==> src/rtl/l1_dcache_req_sequencer.sv <==
// Sequences one load/store at a time through DTLB translation and the L1 dcache adapter.
// Optional watchdog on TRANS/WAIT_RESP is compiled in with `define L1_DCACHE_SEQ_TIMEOUT_EN.
module l1_dcache_req_sequencer #(
  parameter int unsigned TIMEOUT_CYCLES = 256,
  parameter int unsigned CNT_W          = 8
) (
  input  logic             clk,
  input  logic             rst,
  input  logic             is_load_i,
  input  logic             is_store_i,
  input  logic             trns_ena_i,
  input  logic             dtlb_hit_i,
  input  logic             dcache_req_ready_i,
  input  logic             dcache_resp_valid_i,
  input  logic             dcache_nack_i,
  output logic             st_translation_req_o,
  output logic             str_rdy_o,
  output logic             mem_req_valid_o,
  output logic             busy_o,
  output logic             op_is_store_o,
  output logic             done_o,
  output logic             replay_o,
  output logic             timeout_o,
  output logic             protocol_err_o,
  output logic [CNT_W-1:0] replay_cnt_o,
  output logic [1:0]       dbg_state_o
);

  typedef enum logic [1:0] {
    IDLE      = 2'd0,
    TRANS     = 2'd1,
    REQ       = 2'd2,
    WAIT_RESP = 2'd3
  } state_t;

  state_t state;
  state_t state_nxt;
  logic   req_pulse;
  logic   done_nxt;
  logic   replay_nxt;
  logic   perr_nxt;

  assign req_pulse   = is_load_i | is_store_i;
  assign dbg_state_o = state;

  // Handshake: the adapter drops its op flags on any valid, so valid is only
  // raised in a REQ cycle where the dcache is ready; that cycle is the transfer.
  assign mem_req_valid_o = (state == REQ) & dcache_req_ready_i;

`ifdef L1_DCACHE_SEQ_TIMEOUT_EN
  localparam logic [CNT_W-1:0] WD_LAST = CNT_W'(TIMEOUT_CYCLES - 1);

  logic [CNT_W-1:0] wd_cnt;
  logic             wd_expired;
  logic             timeout_nxt;

  assign wd_expired = ((state == TRANS) || (state == WAIT_RESP)) && (wd_cnt == WD_LAST);

  always_ff @(posedge clk or negedge rst) begin
    if (!rst) begin
      wd_cnt <= '0;
    end else if (state_nxt != state) begin
      wd_cnt <= '0;
    end else if ((state == TRANS) || (state == WAIT_RESP)) begin
      wd_cnt <= wd_cnt + CNT_W'(1);
    end
  end
`else
  logic unused_timeout_cfg;
  assign unused_timeout_cfg = ^TIMEOUT_CYCLES;
  assign timeout_o          = 1'b0;
`endif

  always_comb begin
    state_nxt  = state;
    done_nxt   = 1'b0;
    replay_nxt = 1'b0;
`ifdef L1_DCACHE_SEQ_TIMEOUT_EN
    timeout_nxt = 1'b0;
`endif
    unique case (state)
      IDLE: begin
        if (req_pulse) state_nxt = trns_ena_i ? TRANS : REQ;
      end
      TRANS: begin
        if (dtlb_hit_i) state_nxt = REQ;
`ifdef L1_DCACHE_SEQ_TIMEOUT_EN
        else if (wd_expired) begin
          state_nxt   = IDLE;
          timeout_nxt = 1'b1;
        end
`endif
      end
      REQ: begin
        if (dcache_req_ready_i) state_nxt = WAIT_RESP;
      end
      WAIT_RESP: begin
        if (dcache_nack_i) begin
          state_nxt  = IDLE;
          replay_nxt = 1'b1;
        end else if (dcache_resp_valid_i) begin
          state_nxt = IDLE;
          done_nxt  = 1'b1;
        end
`ifdef L1_DCACHE_SEQ_TIMEOUT_EN
        else if (wd_expired) begin
          state_nxt   = IDLE;
          timeout_nxt = 1'b1;
        end
`endif
      end
      default: state_nxt = IDLE;
    endcase
    // Simultaneous load+store in IDLE is taken as a store but flagged; any pulse while busy is dropped.
    perr_nxt = (state == IDLE) ? (is_load_i & is_store_i) : req_pulse;
  end

  always_ff @(posedge clk or negedge rst) begin
    if (!rst) begin
      state                <= IDLE;
      st_translation_req_o <= 1'b0;
      str_rdy_o            <= 1'b0;
      busy_o               <= 1'b0;
      op_is_store_o        <= 1'b0;
      done_o               <= 1'b0;
      replay_o             <= 1'b0;
      protocol_err_o       <= 1'b0;
      replay_cnt_o         <= '0;
`ifdef L1_DCACHE_SEQ_TIMEOUT_EN
      timeout_o            <= 1'b0;
`endif
    end else begin
      state                <= state_nxt;
      st_translation_req_o <= (state_nxt == TRANS);
      str_rdy_o            <= (state_nxt == REQ) || (state_nxt == WAIT_RESP);
      busy_o               <= (state_nxt != IDLE);
      done_o               <= done_nxt;
      replay_o             <= replay_nxt;
      protocol_err_o       <= perr_nxt;
`ifdef L1_DCACHE_SEQ_TIMEOUT_EN
      timeout_o            <= timeout_nxt;
`endif
      if ((state == IDLE) && req_pulse) op_is_store_o <= is_store_i;
      if (replay_nxt && (replay_cnt_o != '1)) replay_cnt_o <= replay_cnt_o + CNT_W'(1);
    end
  end

endmodule

==> config.mk <==
export PLATFORM = sky130hd
export DESIGN_NAME = l1_dcache_req_sequencer
export DESIGN_NICKNAME = d
export VERILOG_FILES = /design/src/rtl/l1_dcache_req_sequencer.sv
export SDC_FILE = /design/constraint.sdc
export NUM_CORES = 1
export LEC_CHECK = 0
export ABC_AREA = 1
export BUFFER_PORTS_ARGS = -buffer_cell sky130_fd_sc_hd__buf_4
export CORE_ASPECT_RATIO = 0.9
export CORE_MARGIN = 2
export CORE_UTILIZATION = 43
export CTS_CLUSTER_DIAMETER = 50
export DETAILED_ROUTE_END_ITERATION = 6
export HOLD_SLACK_MARGIN = 0.1
export PLACE_DENSITY = 0.69
export SKIP_LAST_GASP = 1
export SYNTH_ARGS = -nofsm -noshare
export SYNTH_HDL_FRONTEND = slang
export SYNTH_SLANG_ARGS = --single-unit
==> constraint.sdc <==
create_clock -name clk -period 4 [get_ports clk]
set_clock_uncertainty 0.1 [all_clocks]
set_input_delay 0.2 -clock clk [delete_from_list [all_inputs] [get_ports clk]]
set_output_delay 0.2 -clock clk [all_outputs]
set_load 0.05 [all_outputs]
==> impl_metrics.ini <==
[layout]
antenna_cells = 0
post_route_cells_drive_above_1_share_pct = 31.9
nets = 155
fillers = 171
area_growth_pct = 35.5
multiInputGateArea_um2 = 405
seq_area_um2 = 400

[route]
vias = 773
route.detailed.drc = 0
wl_per_cell_um = 10.7
firstDrtPassIters = 4
wirelength_um = 1810
drtAntennaViolNets = 0
drtIter0Drc = 21
via_per_inst = 4.57

[grt]
grt_pass1_vias = 684
grt_max_degree = 17
grt-ovfl-total = 0
met3_usage_pct = 3.82
antenna_found_initial = 0
grt_first_pass_wirelength_um = 2950
grt.met2_usage_pct = 26.1
grt_use_met1_pct = 23.3
track_usage_pct = 16.8
busiest_layer = met2

[timing]
drv_slew = 0
hold_viol = 0
rsz0062_at_grt = no
setup_viol = 0
min_period_ps = 1670
fmax_mhz = 598
min_period_over_period_pct = 41.8
hold_ws_ps = 128
tns_ps = 0

[synthesis]
netlist_area_um2 = 895
yosysWarnings = 0
yosysTopAreaCell = dfrtp_1
synth.area.top_cells = dfrtp_1 45%, nand2_1 14%, nor2_1 5.5%
async_flop_share_pct = 100
synth_most_common_cell = nand2_1
synth_fp_nets = 119
synthTopCellsByCount = 34 x nand2_1, 16 x dfrtp_1, 13 x nor2_1
synth_edf_count = 0
yosysSeqAreaShare_pct = 44.8
ys_seq_elements = 16
yosys.cell_types.count = 24
synth_cells = 109
syn_area_per_cell_um2 = 8.21
synth_top_area_share_pct = 44.8
synth-main-ff-cell = dfrtp_1

[power]
power_frac_seq_pct = 29.5
p_int_mw = 0.431
peakVddDrop_uv = 540
combPwrFrac_pct = 58.3
p_sw_mw = 0.468
powerDensity_nw_per_um2 = 742
p_sw_share_pct = 52.1
pwr-share-clk_pct = 12.1
leakage_nw = 0.650

[floorplan]
initial_core_util_pct = 46.3
ioPinCount = 28
die_area_um2 = 2460
coreArea_um2 = 1930
fp.dieW_um = 52.1
die_y_um = 47.3
row_count = 15

[placed_design]
io_buffer_count = 26
dp_hpwl_um = 1350
routabilityCongestion = 0.858

[setup_path]
path_class = reg -> reg
critPathRequiredTime_ps = 4080
crit_path_start_kind = flip-flop
worstSetupEndpointType = flip-flop
arrival_ps = 1750
path_max_fanout = 7

[worst_hold_path]
min_path_type = in -> reg

[run_status]
outcome = complete, no violations

[clock_tree]
cts_setup_buffers = 0
clockBufferDepth = 2
cts_buffers = 3
cts.sinks = 16
clk_latency_ps = 280
root_buffer = clkbuf_4
cts.htree.levels = 1
cts_tree = built
clk_pin_slew_ps = 100

[run]
maxCapViolCount = 0
-- metal layers --
metal / share of wire [%] / routed length [µm]
met5: 0 / 0
met4: 0.77 / 14
met3: 3.2 / 58
met2: 47 / 858
met1: 48 / 877
-- path summary, 6_finish.rpt --
check	start	to	slack, ps	depth (start not counted)
max	dbg_state_o[1]	op_is_store_o	2330	5
min	dcache_resp_valid_i	dbg_state_o[1]	130	4
max reg2reg	dbg_state_o[1]	op_is_store_o	2330	5
min reg2reg	replay_cnt_o[6]	replay_cnt_o[6]	460	2
max in group asynchronous	rst	replay_cnt_o[1]	3420	2
min in group asynchronous	rst	done_o	200	2
-- cells in the final DEF, fill, tap and decap left out --
cell type and count:
a21oi_1 1, buf_4 26, clkbuf_4 3, clkbuf_8 1, clkinv_8 1, conb_1 1
dfrtp_1 16, dlygate4sd3_1 7, ha_1 1, inv_1 12, inv_2 1, inv_6 1
nand2_1 34, nand2_2 3, nand2_4 2, nand2_8 1, nand3_1 7, nand3_2 1
nand4_1 2, nor2_1 13, nor2_2 2, nor2_4 1, nor3_1 1, o21ai_2 2
xnor2_1 1, xor2_1 2, xor2_2 1
-- cell families after synthesis --
group,synth area share (%)
compound gates,2.52
xor+xnor,4.76
fa+ha+maj,1.40
buf+inv,9.93
flops,44.8
other cells,0.419
simple gates,36.2
-- sequential cells by signal (all words and copies together) (netlist names) --
signal                cells
busy_o                    1
dbg_state_o               2
done_o                    1
op_is_store_o             1
protocol_err_o            1
replay_cnt_o              8
replay_o                  1
st_translation_req_o      1
-- power by group through the flow --
stage	combinational [mW]	clock, mW	sequential (mW)
global route	0.563	0.119	0.273
detailed placement	0.511	0	0.269
CTS	0.528	0.113	0.266
floorplan	0.207	0	0.438
finish	0.525	0.109	0.266
global placement	0.510	0	0.267
-- metrics by stage --
| stage | setup slack, ps | utilization (%) | cells | power [mW] | cell area, µm² |
|---|---|---|---|---|---|
| 6_report | 2330 | 62.7 | 169 | 0.899 | 1210 |
| 5_1_grt | 2220 | 62.7 | 169 | 0.955 | 1210 |
| 4_1_cts | 2320 | 62.7 | 169 | 0.907 | 1210 |
| 3_5_place_dp | 2590 | 57.2 | 158 | 0.780 | 1110 |
| 3_3_place_gp | 2650 | 57.2 | 158 | 0.777 | 1110 |
| 2_1_floorplan | 2310 | - | 109 | 0.646 | 895 |
-- cell type report --
class                   count  area share (%)
flip-flops and latches     16            33.0
inverters                  15            6.09
clock buffers               4            2.99
well taps                  25            2.58
multi-input cells          76            33.4
repair buffers             33            21.9
-- critical path, cell delays in order (launching register included) --
cell           delay (ps)
dfrtp_1               470
nor2_2                240
o21ai_2               100
nand2_1                60
nand2_1                40
dlygate4sd3_1         550
-- repair_timing --
item,4_1_cts,5_1_grt
hold endpoints to repair,21,0
gates resized for setup,0,0
endpoints found under the setup margin,0,0
hold buffers,7,0
No activity file was read; power rests on OpenSTA's default activity.
